`src/rtl/sync_merge_arbiter_if.sv`:
```
// ---------------------------------------------------------------------------
// Module  : sync_merge_arbiter_if
// Brief   : Handshake bundle for the two-input merge stage (a, b in; one out).
// Revision: 1.0
// ---------------------------------------------------------------------------
`default_nettype none

interface sync_merge_arbiter_if #(
   parameter int WIDTH = 40
);
   logic             Send_in_a;
   logic [WIDTH-1:0] PACKET_IN_INTERNAL;
   logic             Ack_out_a;
   logic             Send_in_b;
   logic [WIDTH-1:0] PACKET_IN_EXTERNAL;
   logic             Ack_out_b;
   logic             Send_out;
   logic [WIDTH-1:0] PACKET_OUT;
   logic             Ack_in;
   logic             SEL;

   modport slave (
      input  Send_in_a, PACKET_IN_INTERNAL,
      output Ack_out_a,
      input  Send_in_b, PACKET_IN_EXTERNAL,
      output Ack_out_b,
      output Send_out, PACKET_OUT, SEL,
      input  Ack_in
   );

   modport master (
      output Send_in_a, PACKET_IN_INTERNAL,
      input  Ack_out_a,
      output Send_in_b, PACKET_IN_EXTERNAL,
      input  Ack_out_b,
      input  Send_out, PACKET_OUT, SEL,
      output Ack_in
   );
endinterface

`default_nettype wire

```
`src/rtl/sync_merge_arbiter.sv`:
```
// ---------------------------------------------------------------------------
// Module  : sync_merge_arbiter
// Brief   : Internal-priority merge of two Send/Ack channels into a one-entry
//           output register, with a starvation bound for the external side.
// Revision: 1.0
// ---------------------------------------------------------------------------
`default_nettype none

module sync_merge_arbiter #(
   parameter int WIDTH      = 40,
   parameter int STARVE_MAX = 3
) (
   input  wire logic             CLK,
   input  wire logic             MR,
   sync_merge_arbiter_if.slave   bus
);

   localparam int CNT_W = (STARVE_MAX < 1) ? 1 : $clog2(STARVE_MAX + 1);
   localparam logic [CNT_W-1:0] C_STARVE_MAX = CNT_W'(STARVE_MAX);

   typedef enum logic [0:0] {
      S_EMPTY = 1'b0,
      S_FULL  = 1'b1
   } state_t;

   state_t           r_state;
   state_t           w_state_nxt;
   logic [WIDTH-1:0] r_packet;
   logic [WIDTH-1:0] w_packet_nxt;
   logic             r_sel;
   logic             w_sel_nxt;
   logic [CNT_W-1:0] r_starve;
   logic [CNT_W-1:0] w_starve_nxt;
   logic             w_can_accept;
   logic             w_grant_a;
   logic             w_grant_b;

   always_ff @(posedge CLK) begin
      if (MR) begin
         r_state  <= S_EMPTY;
         r_packet <= '0;
         r_sel    <= 1'b0;
         r_starve <= '0;
      end else begin
         r_state  <= w_state_nxt;
         r_packet <= w_packet_nxt;
         r_sel    <= w_sel_nxt;
         r_starve <= w_starve_nxt;
      end
   end

   always_comb begin
      w_state_nxt  = r_state;
      w_packet_nxt = r_packet;
      w_sel_nxt    = r_sel;
      w_starve_nxt = r_starve;

      // Ack_in only frees the slot when something is actually held.
      w_can_accept = !MR && ((r_state == S_EMPTY) || bus.Ack_in);
      w_grant_b    = w_can_accept && bus.Send_in_b &&
                     (!bus.Send_in_a || (r_starve == C_STARVE_MAX));
      w_grant_a    = w_can_accept && bus.Send_in_a && !w_grant_b;

      if (w_grant_a) begin
         w_packet_nxt = bus.PACKET_IN_INTERNAL;
         w_sel_nxt    = 1'b0;
         w_state_nxt  = S_FULL;
      end else if (w_grant_b) begin
         w_packet_nxt = bus.PACKET_IN_EXTERNAL;
         w_sel_nxt    = 1'b1;
         w_state_nxt  = S_FULL;
      end else if ((r_state == S_FULL) && bus.Ack_in) begin
         w_state_nxt  = S_EMPTY;
      end

      // Counts internal wins only while external is waiting.
      if (w_grant_b || !bus.Send_in_b) begin
         w_starve_nxt = '0;
      end else if (w_grant_a) begin
         w_starve_nxt = r_starve + CNT_W'(1);
      end
   end

   assign bus.Ack_out_a  = w_grant_a;
   assign bus.Ack_out_b  = w_grant_b;
   assign bus.Send_out   = (r_state == S_FULL);
   assign bus.PACKET_OUT = r_packet;
   assign bus.SEL        = r_sel;

endmodule

`default_nettype wire

```
`src/flat_wrapper.sv`:
```
// flat-port wrapper written by rule: the top's interface ports become plain ports
module sync_merge_arbiter_flat 
#(
   parameter int WIDTH      = 40,
   parameter int STARVE_MAX = 3
)
  (CLK, MR, bus_Send_in_a, bus_PACKET_IN_INTERNAL, bus_Ack_out_a, bus_Send_in_b, bus_PACKET_IN_EXTERNAL, bus_Ack_out_b, bus_Send_out, bus_PACKET_OUT, bus_SEL, bus_Ack_in);
  sync_merge_arbiter_if #(.WIDTH(WIDTH)) bus_i ();
  input  wire logic CLK;
  input  wire logic MR;
  input wire logic [$bits(bus_i.Send_in_a)-1:0] bus_Send_in_a;
  input wire logic [$bits(bus_i.PACKET_IN_INTERNAL)-1:0] bus_PACKET_IN_INTERNAL;
  output wire logic [$bits(bus_i.Ack_out_a)-1:0] bus_Ack_out_a;
  input wire logic [$bits(bus_i.Send_in_b)-1:0] bus_Send_in_b;
  input wire logic [$bits(bus_i.PACKET_IN_EXTERNAL)-1:0] bus_PACKET_IN_EXTERNAL;
  output wire logic [$bits(bus_i.Ack_out_b)-1:0] bus_Ack_out_b;
  output wire logic [$bits(bus_i.Send_out)-1:0] bus_Send_out;
  output wire logic [$bits(bus_i.PACKET_OUT)-1:0] bus_PACKET_OUT;
  output wire logic [$bits(bus_i.SEL)-1:0] bus_SEL;
  input wire logic [$bits(bus_i.Ack_in)-1:0] bus_Ack_in;
  assign bus_i.Send_in_a = bus_Send_in_a;
  assign bus_i.PACKET_IN_INTERNAL = bus_PACKET_IN_INTERNAL;
  assign bus_Ack_out_a = bus_i.Ack_out_a;
  assign bus_i.Send_in_b = bus_Send_in_b;
  assign bus_i.PACKET_IN_EXTERNAL = bus_PACKET_IN_EXTERNAL;
  assign bus_Ack_out_b = bus_i.Ack_out_b;
  assign bus_Send_out = bus_i.Send_out;
  assign bus_PACKET_OUT = bus_i.PACKET_OUT;
  assign bus_SEL = bus_i.SEL;
  assign bus_i.Ack_in = bus_Ack_in;
  sync_merge_arbiter #(.WIDTH(WIDTH), .STARVE_MAX(STARVE_MAX)) u_core (.CLK(CLK), .MR(MR), .bus(bus_i));
endmodule
```
`config.mk`:
```
export PLATFORM = sky130hd
export DESIGN_NAME = sync_merge_arbiter_flat
export DESIGN_NICKNAME = d
export VERILOG_FILES = /design/src/rtl/sync_merge_arbiter_if.sv /design/src/rtl/sync_merge_arbiter.sv /design/src/flat_wrapper.sv
export SDC_FILE = /design/constraint.sdc
export NUM_CORES = 1
export LEC_CHECK = 0
export ABC_AREA = 1
export CAP_MARGIN = 20
export CORE_MARGIN = 2
export CORE_UTILIZATION = 26
export CTS_CLUSTER_SIZE = 40
export DETAILED_ROUTE_END_ITERATION = 16
export PLACE_DENSITY_LB_ADDON = 0.25
export SYNTH_ARGS = -nofsm -noshare
export SYNTH_HDL_FRONTEND = slang
export SYNTH_SLANG_ARGS = --single-unit
```
`constraint.sdc`:
```
create_clock -name CLK -period 2.16 [get_ports CLK]
set_input_delay 0.432 -clock CLK [delete_from_list [all_inputs] [get_ports CLK]]
set_output_delay 0.432 -clock CLK [all_outputs]
set_load 0.05 [all_outputs]
```
==> metrics, run 1 <==
Distinct cells, synth 20; Worst EP required 1.73 ns; CP max stage cell clkdlybuf4s50_1; Reg2Reg Depth 9; FF+latch count, synth 44; share of cells above drive strength 1 0.0462; Tot GR Track Use 0.141; syn_area_per_cell 6.60 sq um; nets 540; Critical path buffers and inverters 5; Max FO, Critical Path 4; Routed Antenna Nets 0; Peak VDD IR 0.264 mV; cts hold-fix bufs 0; WL final 6670 microns; most frequent cells in the layout clkdlybuf4s50_1, nand2_1, inv_1; Post-route DRC 0; wire per inst 11.9 microns; CP cell instances clkdlybuf4s50_1 -> inv_1 -> nand2_2 -> nand3_4 -> inv_2 -> nand2_2 -> inv_1 -> buf_4; Buffers on Ports 128; first-pass GRT wire length 11200 microns; slowest stage delay, CP 0.46 ns; Worst path top cell family by delay buffers and inverters; Hold Crit Depth 2; fin util 0.441; final setup vio count 0; Final Max Slew Viols 0; vias in the first global route 2437; Ant. Diodes 0; Post-Syn Nets 424; Area Overhead vs Synth 63.2%; largest net degree at the start of global routing 46; commonest non-fill, non-tap cell in the layout clkdlybuf4s50_1; Clock Sinks 44; HP Start u_core.r_starve[1]; RSZ-0062 raised after global routing false; boundary pin count 129; Fin. Hold Viols 0; crit path DAT 1.57 ns; Worst Hold End u_core.r_starve[1]; design area 3640 sq um; Seq/Total Area, Yosys 0.395; worst-margin pin slew 0.542 ns; floorplan core area 8260 sq um; Max Buffers Root-to-Sink 2; Iter 0 DRT Violations 71; R2R Path Start u_core.r_starve[0]; yosys warns 0; Slew HR 0.637; die width 96.6 microns; initial antenna violation count 0; HPWL Detailed 4430 microns; synth top area cells dfxtp_1, nand2_1, nand3_1; Mapped Cells 338; outcome completed; clock slew seen by the registers of the worst setup and hold paths 0.08 ns; fillers 884; clock skew 0.00202 ns; CP startpoint kind primary input; Final period util 0.928; reg-to-reg setup timing slack 0.60 ns; Initial DRT Pass Iterations 5; Clk Latency, worst-skew pair 0.29 ns; vias per cell 4.46; H-tree Lvls 2; Hold Crit Class flop to flop; Pwr per Cell Area 630 nW/um^2; GPL Wtd Cong 0.725; # rows 33; worst setup path category primary input to primary output; Leakage 1.65 nW; die footprint 9330 sq um; Crit. End Element primary output; post-synth top area share 0.395; largest area contributor in the netlist dfxtp_1; r2r endpoint u_core.r_starve[0]; achievable frequency 499 MHz; Maximum Capacitance Violations 0; total number of vias 2500; CTS tree done; Post-CTS Setup Inserts 0; Num CTS Buffers 5; total grt overflow 0; synthesized area 2230 sq um; die height 96.6 microns; Initial Utilization 0.270; post-cts sizing count 0; clock root buffer clkbuf_8; Area after DPL 3550 sq um; Final Critical Period 2.01 ns; Setup TNS 0 ns
## where the power goes
part           switching [mW]  internal, mW  total [mW]  leakage [nW]
Clock                   0.280         0.262       0.542        0.0455
Combinational           0.482         0.350       0.832          1.24
Sequential             0.0352         0.884       0.919         0.364
Total                   0.797          1.50        2.29          1.65
## per-layer routing
metal,share of wire,track usage,vias to the layer above
li1,-,-,1302
met1,0.45,0.168,1104
met2,0.45,0.238,87
met3,0.086,0.0556,7
met4,0.012,0.0368,0
met5,0,0,-
## how the worst max path moves through the flow
stage / start / endpoint / cells past startpoint
2_1_floorplan: u_core.bus.Send_out / bus_Ack_out_a / 4
3_3_place_gp: bus_Ack_in / bus_Ack_out_a / 8
3_5_place_dp: bus_Ack_in / bus_Ack_out_a / 8
4_1_cts: bus_Ack_in / bus_Ack_out_a / 8
5_1_grt: bus_Ack_in / bus_Ack_out_a / 8
6_report: bus_Ack_in / bus_Ack_out_a / 8
## synthesized netlist by cell type (all sizes together)
cell type	instances
nand2	87
inv	48
dfxtp	44
nand3	44
o21ai	41
a21oi	40
buf	16
clkbuf	9
nor2	7
ha	1
nand3b	1
## sequential cells by signal, summed over array words and instances (netlist names)
name and cells:
u_core.r_starve 2, u_core.bus.Send_out 1, u_core.bus.SEL 1, u_core.bus.PACKET_OUT 40
## cells by family (layout without fill, tap and decap cells)
family,count (synthesis),count (layout),synth area share
flops,44,44,0.395
simple gates,139,139,0.272
compound gates,81,81,0.182
buf+inv,73,190,0.146
fa+ha+maj,1,1,0.00561
## area by class of cell
| type | count | area (sq um) | share of cell area |
|---|---|---|---|
| tap | 105 | 131 | 0.0361 |
| sequential | 44 | 881 | 0.242 |
| inverter | 48 | 180 | 0.0495 |
| multi-input combinational | 221 | 1020 | 0.281 |
| timing repair buffer | 134 | 1330 | 0.366 |
| clock buffer | 8 | 90.1 | 0.0248 |
## per-stage QoR
stage          worst slack, ns  hold slack [ns]  power (mW)  cells
2_1_floorplan            0.366            0.459        1.44    338
3_3_place_gp             0.193            0.482        1.76    552
3_5_place_dp             0.155            0.484        1.77    552
4_1_cts                  0.150            0.505        2.34    560
5_1_grt                 0.0809            0.544        2.44    560
6_report                 0.155            0.507        2.29    560
## worst min-delay path: stages, from the launching register on
cell	delay [ns]
dfxtp_1	0.34
nor2_1	0.05
nor2_1	0.08
(Power assumes the default switching activity.)
==> inputs of run 2 (changes only) <==
--- a/config.mk
+++ b/config.mk
@@ -12,6 +12,7 @@
 export CTS_CLUSTER_SIZE = 40
 export DETAILED_ROUTE_END_ITERATION = 16
 export PLACE_DENSITY_LB_ADDON = 0.25
+export SLEW_MARGIN = 20
 export SYNTH_ARGS = -nofsm -noshare
 export SYNTH_HDL_FRONTEND = slang
 export SYNTH_SLANG_ARGS = --single-unit
==> results of run 2 <==
No change in the layout: final DEF, timing and power equal those of run 1.
